<file path="src/rtl/ika2151_pkg.sv">
// Shared widths, terminal counts and helpers for the IKA2151 Timer A / Timer B block.
package ika2151_pkg;

    localparam int TA_W          = 10;
    localparam int TB_W          = 8;
    localparam int TB_PRESCALE_W = 4;

    localparam logic [TA_W-1:0] TA_MAX = 10'h3FF;
    localparam logic [TB_W-1:0] TB_MAX = 8'hFF;

    typedef enum logic [1:0] {
        CNT_IDLE  = 2'd0,
        CNT_LOAD  = 2'd1,
        CNT_COUNT = 2'd2
    } cnt_mode_e;

    // A set request on the same edge as a clear request wins.
    function automatic logic next_flag(input logic flag, input logic set, input logic clr);
        logic nxt;
        if (set) begin
            nxt = 1'b1;
        end else if (clr) begin
            nxt = 1'b0;
        end else begin
            nxt = flag;
        end
        return nxt;
    endfunction

endpackage

</file>
<file path="src/rtl/ika2151_timer_cntr.sv">
// Up-counter with idle/load/count phases; reloads on terminal count and flags the overflow.
module ika2151_timer_cntr
    import ika2151_pkg::*;
#(
    parameter int          W   = 10,
    parameter logic [W-1:0] MAX = {W{1'b1}}
) (
    input  logic         clk,
    input  logic         rst,
    input  logic         tick,
    input  logic         step_en,
    input  logic         load,
    input  logic [W-1:0] reload_val,
    output logic         ovf,
    output logic         counting
);

    logic [W-1:0] cnt;
    logic         load_d;
    cnt_mode_e    mode;

    // Phase decode: a rising LOAD (relative to the previous tick) is a fresh load.
    always_comb begin
        if (!load) begin
            mode = CNT_IDLE;
        end else if (!load_d) begin
            mode = CNT_LOAD;
        end else begin
            mode = CNT_COUNT;
        end
    end

    assign counting = (mode == CNT_COUNT);
    assign ovf      = tick && step_en && counting && (cnt == MAX);

    // Counter and load history advance only on ticks.
    always_ff @(posedge clk) begin
        if (rst) begin
            cnt    <= {W{1'b0}};
            load_d <= 1'b0;
        end else if (tick) begin
            load_d <= load;
            case (mode)
                CNT_IDLE:  cnt <= cnt;
                CNT_LOAD:  cnt <= reload_val;
                CNT_COUNT: begin
                    if (step_en) begin
                        cnt <= (cnt == MAX) ? reload_val : cnt + {{(W-1){1'b0}}, 1'b1};
                    end else begin
                        cnt <= cnt;
                    end
                end
                default:   cnt <= cnt;
            endcase
        end else begin
            cnt    <= cnt;
            load_d <= load_d;
        end
    end

endmodule

</file>
<file path="src/rtl/ika2151_timer.sv">
// IKA2151 Timer A (10-bit) and Timer B (8-bit, /16 prescaled) with status flags, IRQ and CSM.
module ika2151_timer
    import ika2151_pkg::*;
#(
    parameter int TA_W          = ika2151_pkg::TA_W,
    parameter int TB_W          = ika2151_pkg::TB_W,
    parameter int TB_PRESCALE_W = ika2151_pkg::TB_PRESCALE_W
) (
    input  logic            i_EMUCLK,
    input  logic            i_RST,
    input  logic            i_phi1_NCEN_n,
    input  logic            i_CYCLE_31,
    input  logic [TA_W-1:0] i_TA_VAL,
    input  logic [TB_W-1:0] i_TB_VAL,
    input  logic            i_LOAD_A,
    input  logic            i_LOAD_B,
    input  logic            i_IRQEN_A,
    input  logic            i_IRQEN_B,
    input  logic            i_FRST_A,
    input  logic            i_FRST_B,
    output logic            o_TA_FLAG,
    output logic            o_TB_FLAG,
    output logic            o_IRQ_n,
    output logic            o_CSM
);

    logic                     en;
    logic                     tick;
    logic                     ovf_a;
    logic                     ovf_b;
    logic                     counting_a;
    logic                     counting_b;
    logic                     step_b;
    logic [TB_PRESCALE_W-1:0] prescale;
    logic                     ta_flag;
    logic                     tb_flag;
    logic                     irq_n;
    logic                     csm;

    assign en     = ~i_phi1_NCEN_n;
    assign tick   = en & i_CYCLE_31;
    assign step_b = (prescale == {TB_PRESCALE_W{1'b1}});

    ika2151_timer_cntr #(.W(TA_W), .MAX(TA_MAX)) u_cntr_a (
        .clk        (i_EMUCLK),
        .rst        (i_RST),
        .tick       (tick),
        .step_en    (1'b1),
        .load       (i_LOAD_A),
        .reload_val (i_TA_VAL),
        .ovf        (ovf_a),
        .counting   (counting_a)
    );

    ika2151_timer_cntr #(.W(TB_W), .MAX(TB_MAX)) u_cntr_b (
        .clk        (i_EMUCLK),
        .rst        (i_RST),
        .tick       (tick),
        .step_en    (step_b),
        .load       (i_LOAD_B),
        .reload_val (i_TB_VAL),
        .ovf        (ovf_b),
        .counting   (counting_b)
    );

    // Timer B prescaler: runs only while Timer B is counting, cleared on idle and load ticks.
    always_ff @(posedge i_EMUCLK) begin
        if (i_RST) begin
            prescale <= {TB_PRESCALE_W{1'b0}};
        end else if (tick) begin
            prescale <= counting_b ? prescale + {{(TB_PRESCALE_W-1){1'b0}}, 1'b1}
                                   : {TB_PRESCALE_W{1'b0}};
        end else begin
            prescale <= prescale;
        end
    end

    // Flags, IRQ and CSM; IRQ lags the flags by one enabled edge.
    always_ff @(posedge i_EMUCLK) begin
        if (i_RST) begin
            ta_flag <= 1'b0;
            tb_flag <= 1'b0;
            irq_n   <= 1'b1;
            csm     <= 1'b0;
        end else if (en) begin
            ta_flag <= next_flag(ta_flag, ovf_a & i_IRQEN_A, i_FRST_A);
            tb_flag <= next_flag(tb_flag, ovf_b & i_IRQEN_B, i_FRST_B);
            irq_n   <= ~(ta_flag | tb_flag);
            csm     <= ovf_a;
        end else begin
            ta_flag <= ta_flag;
            tb_flag <= tb_flag;
            irq_n   <= irq_n;
            csm     <= csm;
        end
    end

    assign o_TA_FLAG = ta_flag;
    assign o_TB_FLAG = tb_flag;
    assign o_IRQ_n   = irq_n;
    assign o_CSM     = csm;

endmodule

</file>
<file path="config.mk">
export PLATFORM = sky130hd
export DESIGN_NAME = ika2151_timer
export DESIGN_NICKNAME = d
export VERILOG_FILES = /design/src/rtl/ika2151_pkg.sv /design/src/rtl/ika2151_timer_cntr.sv /design/src/rtl/ika2151_timer.sv
export SDC_FILE = /design/constraint.sdc
export NUM_CORES = 1
export LEC_CHECK = 0
export BUFFER_PORTS_ARGS = -buffer_cell sky130_fd_sc_hd__buf_4
export CAP_MARGIN = 5
export CELL_PAD_IN_SITES_DETAIL_PLACEMENT = 0
export CELL_PAD_IN_SITES_GLOBAL_PLACEMENT = 1
export CORE_AREA = 2 2 66 68
export CTS_CLUSTER_SIZE = 12
export DETAILED_ROUTE_END_ITERATION = 7
export DIE_AREA = 0 0 68 70
export GPL_TIMING_DRIVEN = 0
export PLACE_DENSITY_LB_ADDON = 0.25
export SLEW_MARGIN = 25
export SYNTH_ARGS = -nofsm -noshare
export SYNTH_HDL_FRONTEND = slang
export SYNTH_HIERARCHICAL = 1
export SYNTH_SLANG_ARGS = --single-unit
</file>
<file path="constraint.sdc">
create_clock -name i_EMUCLK -period 5.2 [get_ports i_EMUCLK]
set_clock_uncertainty 0.05 [all_clocks]
set_input_delay 1.04 -clock i_EMUCLK [delete_from_list [all_inputs] [get_ports i_EMUCLK]]
set_output_delay 1.04 -clock i_EMUCLK [all_outputs]
set_load 0.03 [all_outputs]
</file>
== After elaboration in Yosys (flattened, before gate mapping) ==
Index checks and enable logic that the tools add are counted.

* $add $sub $neg: 3
* Eq/ne operators: 8
* Mux-type cells: 14
* Bitwise logic cells: 6
* Reductions and logical operators: 13

{| class="wikitable"
|+ Operators with widths
! cell !! number
|-
| $pmux W10 S2 || 1
|-
| $mux W8 || 2
|-
| $pmux W8 S2 || 1
|-
| $add A10 B1 Y10 const B || 1
|-
| $eq A10 B10 Y1 const B || 1
|-
| $mux W10 || 1
|-
| $add A8 B1 Y8 const B || 1
|-
| $eq A8 B8 Y1 const B || 1
|-
| $mux W2 || 4
|-
| $reduce_bool A2 Y1 || 4
|-
| $reduce_and A2 Y1 || 3
|-
| $logic_and A1 B1 Y1 || 5
|-
| $add A4 B1 Y4 const B || 1
|-
| $eq A2 B1 Y1 const B || 2
|-
| $eq A2 B2 Y1 const B || 2
|-
| $eq A4 B4 Y1 const B || 1
|-
| $mux W1 || 4
|-
| $mux W4 || 1
|-
| $and A1 B1 Y1 || 3
|-
| $reduce_and A3 Y1 || 1
|-
| $ne A2 B1 Y1 const B || 1
|-
| $not A1 Y1 || 2
|-
| $or A1 B1 Y1 || 1
|}

* Flip-flop bits (word level): 28
* Input port bits: 28
* Output and inout port bits: 4
* Word-level logic and storage cells: 53

== Logic depth before layout (Yosys ltp) ==
Gate-level depths: netlist (run 1).

* Depth in word-level cells: 8
* Gate-level depth with buffers: 8
* Gate-level depth less buffers: 7

== Modules after synthesis ==
The synthesis (run 1) kept the hierarchy.

{| class="wikitable"
|+ By module, submodules not included
! module !! instances !! cells each !! area each (um2)
|-
| ika2151_timer_cntr at u_cntr_a || 1 || 93 || 744.5
|-
| ika2151_timer_cntr at u_cntr_b || 1 || 75 || 574.3
|-
| ika2151_timer || 1 || 43 || 380.4
|}

== Worst setup path before layout (run 1) ==
No wires, ideal clock.

* Kind: input-to-reg
* Start point: input i_phi1_NCEN_n
* End point: register u_cntr_a.cnt[5]
* Arrival: 2.454 ns
* Required time: 5.047 ns
* Path slack: 2.593 ns
* Stages on the path: 8
* Buffers on the path: 2
* Cell sequence: buf_6 nand2b_4 inv_1 and2_1 and2_1 clkbuf_1 o21ai_1 a2111oi_2

* Cells in the longest elaborated chain, start to end: 3

{| class="wikitable"
|+ RTL lines
! item !! line !! RTL
|-
| from (decl) || ika2151_timer.sv:11 || <nowiki>input logic i_phi1_NCEN_n,</nowiki>
|-
| $not A1 Y1 (no source line) || -- ||
|-
| $and A1 B1 Y1 || ika2151_timer.sv:41 || <nowiki>assign tick = en & i_CYCLE_31;</nowiki>
|-
| via tick || ika2151_timer.sv:28 || <nowiki>logic tick;</nowiki>
|-
| $reduce_and A2 Y1 (no source line) || -- ||
|-
| to (signal assigned) || ika2151_timer_cntr.sv:50 || <nowiki>cnt <= cnt;</nowiki>
|-
| to (signal assigned) || ika2151_timer_cntr.sv:53 || <nowiki>default: cnt <= cnt;</nowiki>
|-
| to (signal assigned) || ika2151_timer_cntr.sv:56 || <nowiki>cnt <= cnt;</nowiki>
|-
| to (decl) || ika2151_timer_cntr.sv:18 || <nowiki>logic [W-1:0] cnt;</nowiki>
|}

The timed path passes the listed nets, and every way through them passes these cells.
A chain may end at the register's enable or synchronous reset.

== Worst setup path after layout (run 1) ==
Same ends and word-level chain as after synthesis.

==> results of run 1 <==
final cells by class:
class,instances,share of cell area (%)
Multi-Input combinational cell,166,51.1
Sequential cell,28,27.4
Timing Repair Buffer,30,11.0
Tap cell,52,3.18
Clock buffer,4,2.69
Buffer,7,2.57
Inverter,11,2.08
worst max-delay path, cell delays in order:
cell,delay (ns)
buf_6,0.11
nand2b_4,0.16
inv_1,0.17
and2_1,0.23
and2_1,0.14
clkbuf_1,0.35
o21ai_1,0.15
a2111oi_2,0.37
registers in the layout, indices dropped and copies added, names as in the netlist:
signal and flops:
o_CSM 1, o_IRQ_n 1, o_TA_FLAG 1, o_TB_FLAG 1
prescale 4, u_cntr_a/cnt 10, u_cntr_a/load_d 1, u_cntr_b/cnt 8
u_cntr_b/load_d 1
layout by cell type, fill, tap and decap left out, drive strengths merged, types with 2 or more instances in the layout:
cell and count:
or3 3, o31ai 2, and2 5, nor2 16, dfxtp 28, and3 7, conb 2, nor3 8
mux2i 2, a21oi 14, nand3 12, nand2 19, a311oi 2, nor3b 2, nand4 4, a21o 2
a31oi 12, o21ai 18, clkbuf 7, buf 34, ha 3, a221oi 2, nor2b 6, nand2b 3
and4 2, inv 10, nand3b 2, or4 3, a211oi 2
kinds of logic after synthesis:
group / Yosys count / synth area share, %
AND/OR/NAND/NOR: 96 / 31.8
flip-flops: 28 / 33.0
buffers and inverters: 18 / 5.60
other: 1 / 0.221
adder cells (fa/ha/maj): 3 / 2.21
AO/OA/AOI/OAI: 62 / 25.1
multiplexers: 3 / 2.06
per-layer routing:
metal	GRT usage, %	up-vias	share of wire (%)
li1	-	851	-
met1	25.2	735	49
met2	25.8	30	46
met3	3.86	4	4.0
met4	4.22	0	0.92
met5	0	-	0
power by group:
part	switching (mW)	internal, mW
sequential	0.00754	0.221
clock	0.0683	0.0678
combinational	0.0254	0.0278
stage by stage:
| step | hold WS (ns) | setup slack (ns) |
|---|---|---|
| global placement | 0.402 | 2.28 |
| global route | 0.432 | 2.41 |
| floorplan | 0.397 | 2.59 |
| finish | 0.414 | 2.59 |
| detailed placement | 0.404 | 2.30 |
| CTS | 0.417 | 2.60 |
path summary, 6_finish.rpt:
path                             from  slack [ns]                      endpoint
max                     i_phi1_NCEN_n        2.59  u_cntr_a/cnt[5]$_SDFFE_PP0P_
min            o_TA_FLAG$_SDFFE_PP0P_        0.41          o_IRQ_n$_SDFFE_PP1N_
max reg2reg  prescale[0]$_SDFFE_PP0P_        3.28  u_cntr_b/cnt[7]$_SDFFE_PP0P_
min reg2reg    o_TA_FLAG$_SDFFE_PP0P_        0.41          o_IRQ_n$_SDFFE_PP1N_
==> key figures, run 1 <==
Status
  – Status: finished clean

Synthesis
  – Synth area leaders: dfxtp_1 33%, o21ai_0 4.7%, a31oi_1 4.4%
  – Seq/Total Area, Yosys: between 30 and 40%
  – Async SR Flop Fraction: 0%
  – Count leader, synth: dfxtp_1
  – Synth warn: 6
  – Synth area leader: dfxtp_1
  – Mapped Avg Cell Area: 8.05 um^2
  – Number of flops mapped to enable cells by yosys: 0
  – Yosys top cell area share: roughly a third
  – Syn Inst Count: 211
  – Synth unique cells: 53
  – Post-synthesis cell area: 1700 um^2
  – Post-synth top cells: 28 x dfxtp_1, 19 x nand2_1, 16 x nor2_1, 16 x o21ai_0, 13 x a21oi_1
  – Yosys reg bits: 28
  – Dominant synthesized flop cell: dfxtp_1

Clocking
  – Clock root cell: clkbuf_8
  – TritonCTS clock tree: done
  – Hold-fix buffers at CTS: 0
  – H-tree depth: 1
  – Clk pin slew, worst setup/hold paths: 0.10 ns
  – TritonCTS Buffers: 3
  – Post_cts resized: 0
  – CTS sink count: 28
  – Worst-Skew Late Latency: 0.27 ns
  – CTS Buffer Depth: 2
  – # Post-CTS Setup Buffers: 0

Detailed routing
  – Initial DRC count: 94
  – Drt wl/cell: 12.8 um
  – Remaining DRCs: 0
  – Routed via count: 1620
  – Final wirelength: 3820 um
  – Drt pass-1 iters: 4
  – Vias per cell: 5.44
  – DRT antenna net count: 0

Die
  – Die height: 70 um
  – Row count: 24
  – Die W: 68 um
  – Core area: 4140 um^2
  – Total I/O pin count: 32
  – Die Area: 4760 um^2
  – Initial core utilization: 41.0%

Worst setup path
  – Critical path type: in2reg
  – Worst reg2reg path depth: 7
  – Crit. End Element: register
  – Critical path required time: around 5.3 ns
  – Peak fanout along the critical path: 10
  – Crit path DAT: around 2.7 ns
  – Critical Path Source Type: input port

STA
  – Final Hold Vio Count: 0
  – FMAX: between 300 and 400 MHz
  – Final min period: 2.61 ns
  – Setup TNS: 0 ns
  – Unrepaired setup endpoints after global routing: no
  – Slew margin rel.: between 60 and 70%
  – Pins Over Slew Limit: 0
  – Final Cycle Share: between 50% and 60%
  – Slew @ Worst Pin: a little over 0.5 ns
  – Final setup viols: 0

Cells and area
  – Layout cells sized above 1: 20.7%
  – Storage element area: 561 um^2
  – Final Cell Area: 2050 um^2
  – Area of the multi-input gates: 1050 um^2
  – Final #Nets: approximately 280
  – Inserted Diodes: 0
  – Synth-to-layout area growth: 20.5%
  – Filler instances: 426
  – Fin util: roughly half
  – Layout Cells excl Fill: around 300

Placed design
  – Gpl congestion: slightly below 0.8
  – HPWL after detailed placement: 2780 um
  – DP Cell Count: 294
  – Port bufs: 30
  – Post-DP Area: 1990 um^2

Global route
  – Initial antenna violation count: 0
  – Congestion Overflow GR: 0
  – First-pass GRT wire length: between 6000 and 7000 um
  – Vias in the first global route: 1444
  – Largest net degree at the start of global routing: 16
  – Total Routing Usage GR: 17.3%

Min path
  – Worst hold path type: reg2reg
  – Hold path cells: 1

Power and ir drop
  – Total chip power: approximately 0.42 mW
  – VDD IR-drop max: between 0.1 and 0.15 mV
  – Pwr/cell area: 204 nW/um^2
  – LEAKAGE: 0.794 nW

Job
  – Max Cap Violations: 0
No activity file was read; power rests on OpenSTA's default activity.
==> run 2, diff against run 1 <==
- CORE_AREA: 2 2 66 68 -> 2 2 72 74
- DIE_AREA: 0 0 68 70 -> 0 0 74 76
- clock period: 5.2 -> 2.3 ns (I/O delays scaled with it)
==> run 2 against run 1 <==
  * First-iteration DRC count fell by 7.4%
  * Flip-flop and latch count did not move
  * Cell count is 5.7% higher
  * Sequential power rose by 130%
==> key figures, run 2 (synthesized netlist as in run 1, its figures left out) <==
Placed design
  – Gpl congestion: 0.784
  – DP Cell Count: 312
  – HPWL after detailed placement: roughly 2900 um
  – Port bufs: 30

Power and ir drop
  – VDD IR-drop max: roughly 0.17 mV
  – Pwr/cell area: 440 nW/um^2
  – Total chip power: between 0.9 and 1 mW
  – LEAKAGE: 0.786 nW

Job
  – Max Cap Violations: 0

Detailed routing
  – Routed via count: around 1600
  – Drt wl/cell: ~13 um
  – Initial DRC count: 87
  – Vias per cell: 5.11
  – Remaining DRCs: 0
  – Drt pass-1 iters: 4
  – DRT antenna net count: 0
  – Final wirelength: 3950 um

Worst setup path
  – Worst path slowest cell: a2111oi_2
  – Largest stage delay on the critical path: 0.36 ns
  – CP top delay family: buffers and inverters
  – Crit path DAT: 2.16 ns
  – Critical Path Most Common Cell: and2_1
  – Peak fanout along the critical path: 10
  – Critical path type: in2reg
  – CP Cell Sequence: buf_6 > nand2b_4 > inv_1 > and2_1 > and2_1 > clkbuf_1 > o21ai_1 > a2111oi_2
  – Buffers & Inverters on Critical Path: 3
  – Critical path required time: around 2.4 ns
  – Crit. End Element: register
  – Critical Path Source Type: input port

Cells and area
  – Final #Nets: 278
  – Max FFs per register: 10
  – Largest regs: u_cntr_a/cnt (10), u_cntr_b/cnt (8), prescale (4)
  – Fin util: 41.9%
  – Commonest non-fill, non-tap cell in the layout: buf_4
  – Most frequent cells in the layout: 31 x buf_4, 28 x dfxtp_1, 19 x nand2_1, 16 x nor2_1, 16 x o21ai_0
  – Inserted Diodes: 0
  – Layout cells sized above 1: 20.4%
  – Top reg by flops: u_cntr_a/cnt
  – Layout Cells excl Fill: 315
  – Synth-to-layout area growth: 21.1%

Die
  – Row count: 26
  – Die Area: 5620 um^2
  – Die height: between 70 and 80 um
  – Die W: 74 um
  – Core area: 4910 um^2
  – Total I/O pin count: 32
  – Initial core utilization: 34.6%

Clocking
  – Worst-Skew Late Latency: 0.27 ns
  – CTS Buffer Depth: 2
  – TritonCTS clock tree: done
  – H-tree depth: 1
  – Clk pin slew, worst setup/hold paths: 0.10 ns
  – CTS sink count: 28
  – Hold-fix buffers at CTS: 0
  – # Post-CTS Setup Buffers: 0
  – Post_cts resized: 0
  – TritonCTS Buffers: 3
  – Clock root cell: clkbuf_8

Global route
  – First-pass GRT wire length: 7120 um
  – Largest net degree at the start of global routing: 15
  – Congestion Overflow GR: 0
  – Total Routing Usage GR: 15.8%
  – Initial antenna violation count: 0
  – Vias in the first global route: 1589

STA
  – Final setup viols: 0
  – FMAX: between 400 and 500 MHz
  – Pins Over Slew Limit: 0
  – Setup TNS: 0 ns
  – Slew @ Worst Pin: 0.512 ns
  – Slew margin rel.: 65.9%
  – Final Cycle Share: 88.2%
  – Final Hold Vio Count: 0
  – Final min period: 2.03 ns
  – Unrepaired setup endpoints after global routing: no

Min path
  – Worst hold path type: in2reg

Status
  – Status: finished clean
[run 2: path summary, 6_finish.rpt]
| kind | start | endpoint | slack (ns) | cells after the start |
|---|---|---|---|---|
| min reg2reg | o_TB_FLAG$_SDFFE_PP0P_ | o_IRQ_n$_SDFFE_PP1N_ | 0.42 | 1 |
| min | i_phi1_NCEN_n | o_IRQ_n$_SDFFE_PP1N_ | 0.36 | 2 |
| max | i_phi1_NCEN_n | u_cntr_a/cnt[5]$_SDFFE_PP0P_ | 0.27 | 8 |
| max reg2reg | u_cntr_a/cnt[0]$_SDFFE_PP0P_ | u_cntr_a/cnt[5]$_SDFFE_PP0P_ | 0.35 | 5 |
[run 2: routing by layer]
| metal | track usage, % | vias up | part of all wire [%] |
|---|---|---|---|
| li1 | - | 850 | - |
| met1 | 21.8 | 734 | 49 |
| met2 | 25.2 | 23 | 46 |
| met3 | 2.38 | 4 | 3.4 |
| met4 | 4.55 | 0 | 1.1 |
| met5 | 0 | - | 0 |
[run 2: area by class of cell]
type,count,area (um^2)
repair buffers,30,225
clock buffers,3,41.3
plain buffers,7,52.6
inverters,11,42.5
well taps,70,87.6
fillers,521,2860
multi-input cells,166,1050
flip-flops and latches,28,561
[run 2: through the flow]
step / hold WS (ns) / worst slack, ns / cell area, um^2
2_1_floorplan: 0.397 / 0.273 / 1700
3_3_place_gp: 0.407 / -0.0424 / 2020
3_5_place_dp: 0.415 / -0.0285 / 2020
4_1_cts: 0.347 / 0.249 / 2060
5_1_grt: 0.352 / 0.0619 / 2060
6_report: 0.358 / 0.272 / 2060
[run 2: worst reg2reg max path: stages (launching register included)]
cell,delay (ns)
dfxtp_1,0.39
ha_1,0.22
nand3_2,0.22
o31ai_4,0.45
o21ai_1,0.15
a2111oi_2,0.36
[run 2: power by group]
| part | total, mW | switching [mW] | internal, mW | leakage [nW] |
|---|---|---|---|---|
| registers | 0.516 | 0.0170 | 0.499 | 0.227 |
| logic | 0.121 | 0.0577 | 0.0630 | 0.538 |
| clock network | 0.268 | 0.151 | 0.118 | 0.0216 |
==> run 3, diff against run 2 <==
- CORE_AREA: 2 2 72 74 -> 2 2 79 81
- DIE_AREA: 0 0 74 76 -> 0 0 81 83
==> run 3 against run 2 <==
  * Setup slack got worse by 0.021 ns
  * Clock power increased by 49%
  * Clock-buffer cell count unchanged
  * Power increased by 15%
  * Via count increased by 2.0%
  * First-iteration DRC count decreased by 30%
  * Highest routed layer unchanged
==> key figures, run 3 (synthesized netlist as in run 1, its figures left out) <==
Worst setup path
  – Crit. End Element: register
  – Critical path required time: 2.43 ns
  – Critical path type: in2reg
  – Critical Path Source Type: input port
  – Peak fanout along the critical path: 10
  – Crit path DAT: 2.18 ns

Global route
  – Initial antenna violation count: 0
  – Largest net degree at the start of global routing: 17
  – First-pass GRT wire length: 7090 um
  – Vias in the first global route: ~1600
  – Total Routing Usage GR: 13.0%
  – Congestion Overflow GR: 0

STA
  – Final setup viols: 0
  – Final min period: 2.05 ns
  – Final Cycle Share: 89.1%
  – Unrepaired setup endpoints after global routing: no
  – Setup ws final: 0.251 ns
  – WHS: 0.342 ns
  – Pins Over Slew Limit: 0
  – Slew margin rel.: 62.8%
  – Final Hold Vio Count: 0
  – FMAX: 488 MHz
  – Slew @ Worst Pin: roughly 0.56 ns

Detailed routing
  – Final wirelength: roughly 4200 um
  – Drt pass-1 iters: 4
  – Met1 WL: 2000 um
  – Remaining DRCs: 0
  – Top Layer Used: met4
  – Routed wl met2: between 1500 and 2000 um
  – Routed via count: ~1600
  – Met3 routed WL: about 190 um
  – Drt wl/cell: 13.0 um
  – Vias per cell: between 5 and 6
  – DRT antenna net count: 0
  – Initial DRC count: 61

Status
  – Status: finished clean

Clocking
  – TritonCTS Buffers: 3
  – CTS Buffer Depth: 2
  – CTS sink count: 28
  – Clock root cell: clkbuf_8
  – # Post-CTS Setup Buffers: 0
  – Hold-fix buffers at CTS: 0
  – Post_cts resized: 0
  – H-tree depth: 1
  – Worst-Skew Late Latency: 0.28 ns
  – TritonCTS clock tree: done
  – Clk pin slew, worst setup/hold paths: 0.10 ns

Power and ir drop
  – Total chip power: 1.04 mW
  – VDD IR-drop max: 0.269 mV
  – Pwr/cell area: 495 nW/um^2
  – LEAKAGE: 0.801 nW

Die
  – Core area: 5820 um^2
  – Initial core utilization: between 20 and 30%
  – Die Area: 6720 um^2
  – Die height: approximately 83 um
  – Total I/O pin count: 32
  – Row count: 28
  – Die W: 81 um

Placed design
  – Port bufs: 30
  – HPWL after detailed placement: 3080 um
  – DP Cell Count: approximately 320
  – Worst slack, placed: -0.0494 ns
  – Gpl congestion: 0.734

Cells and area
  – Most frequent cells in the layout: 31 x buf_4, 28 x dfxtp_1, 19 x nand2_1, 16 x nor2_1, 16 x o21ai_0
  – Max FFs per register: 10
  – Synth-to-layout area growth: 23.2%
  – Layout cells sized above 1: 20.7%
  – Commonest non-fill, non-tap cell in the layout: buf_4
  – Filler instances: 672
  – Largest regs: u_cntr_a/cnt (10), u_cntr_b/cnt (8), prescale (4)
  – Top reg by flops: u_cntr_a/cnt
  – Layout Cells excl Fill: approximately 320
  – Inserted Diodes: 0
  – Final #Nets: 278

Job
  – Max Cap Violations: 0

Min path
  – Worst hold path type: in2reg
[run 3: cell count changes in the layout (fill, tap and decap cells not counted), sizes merged]
cell	previous run	this run
bufinv	0	1
[run 3: power by group]
| part | switching (mW) | internal (mW) | total [mW] |
|---|---|---|---|
| sequential | 0.0169 | 0.499 | 0.516 |
| clock | 0.165 | 0.233 | 0.399 |
| combinational | 0.0593 | 0.0629 | 0.122 |
| total | 0.242 | 0.795 | 1.04 |
[run 3: metal layers]
layer | vias to the layer above | GRT usage, %
met5 | - | 0
met4 | 0 | 2.47
met3 | 6 | 3.48
met2 | 38 | 21.5
met1 | 749 | 16.9
li1 | 850 | -
[run 3: metrics by stage]
step                      setup TNS, ns  cell area (um^2)  utilization (%)
after floorplan                       0              1700                -
after global placement          -0.0726              2020             34.8
after detailed placement        -0.0494              2020             34.8
after CTS                             0              2090             36.0
after global routing                  0              2090             36.0
final                                 0              2090             36.0
[run 3: final timing paths]
check                                       to  cells after the start  slack [ns]                          from
hold reg to reg           o_IRQ_n$_SDFFE_PP1N_                      1        0.41        o_TA_FLAG$_SDFFE_PP0P_
setup / recovery  u_cntr_a/cnt[5]$_SDFFE_PP0P_                      8        0.25                 i_phi1_NCEN_n
hold / removal            o_IRQ_n$_SDFFE_PP1N_                      2        0.34                 i_phi1_NCEN_n
setup reg to reg  u_cntr_a/cnt[5]$_SDFFE_PP0P_                      5        0.36  u_cntr_a/cnt[0]$_SDFFE_PP0P_
[run 3: final cells by class]
type / instances / area (um^2) / share of cell area (%)
multi-input combinational: 166 / 1050 / 50.0
sequential: 28 / 561 / 26.8
timing repair buffer: 30 / 225 / 10.8
tap: 75 / 93.8 / 4.48
buffer: 7 / 52.6 / 2.51
inverter: 11 / 42.5 / 2.03
clock buffer: 3 / 41.3 / 1.97
clock inverter: 1 / 30.0 / 1.43
[run 3: critical path: stages]
cell and delay [ns]:
buf_6 0.11, nand2b_4 0.16, inv_1 0.18, and2_1 0.23, and2_1 0.14, clkbuf_1 0.39, o21ai_1 0.15, a2111oi_2 0.37
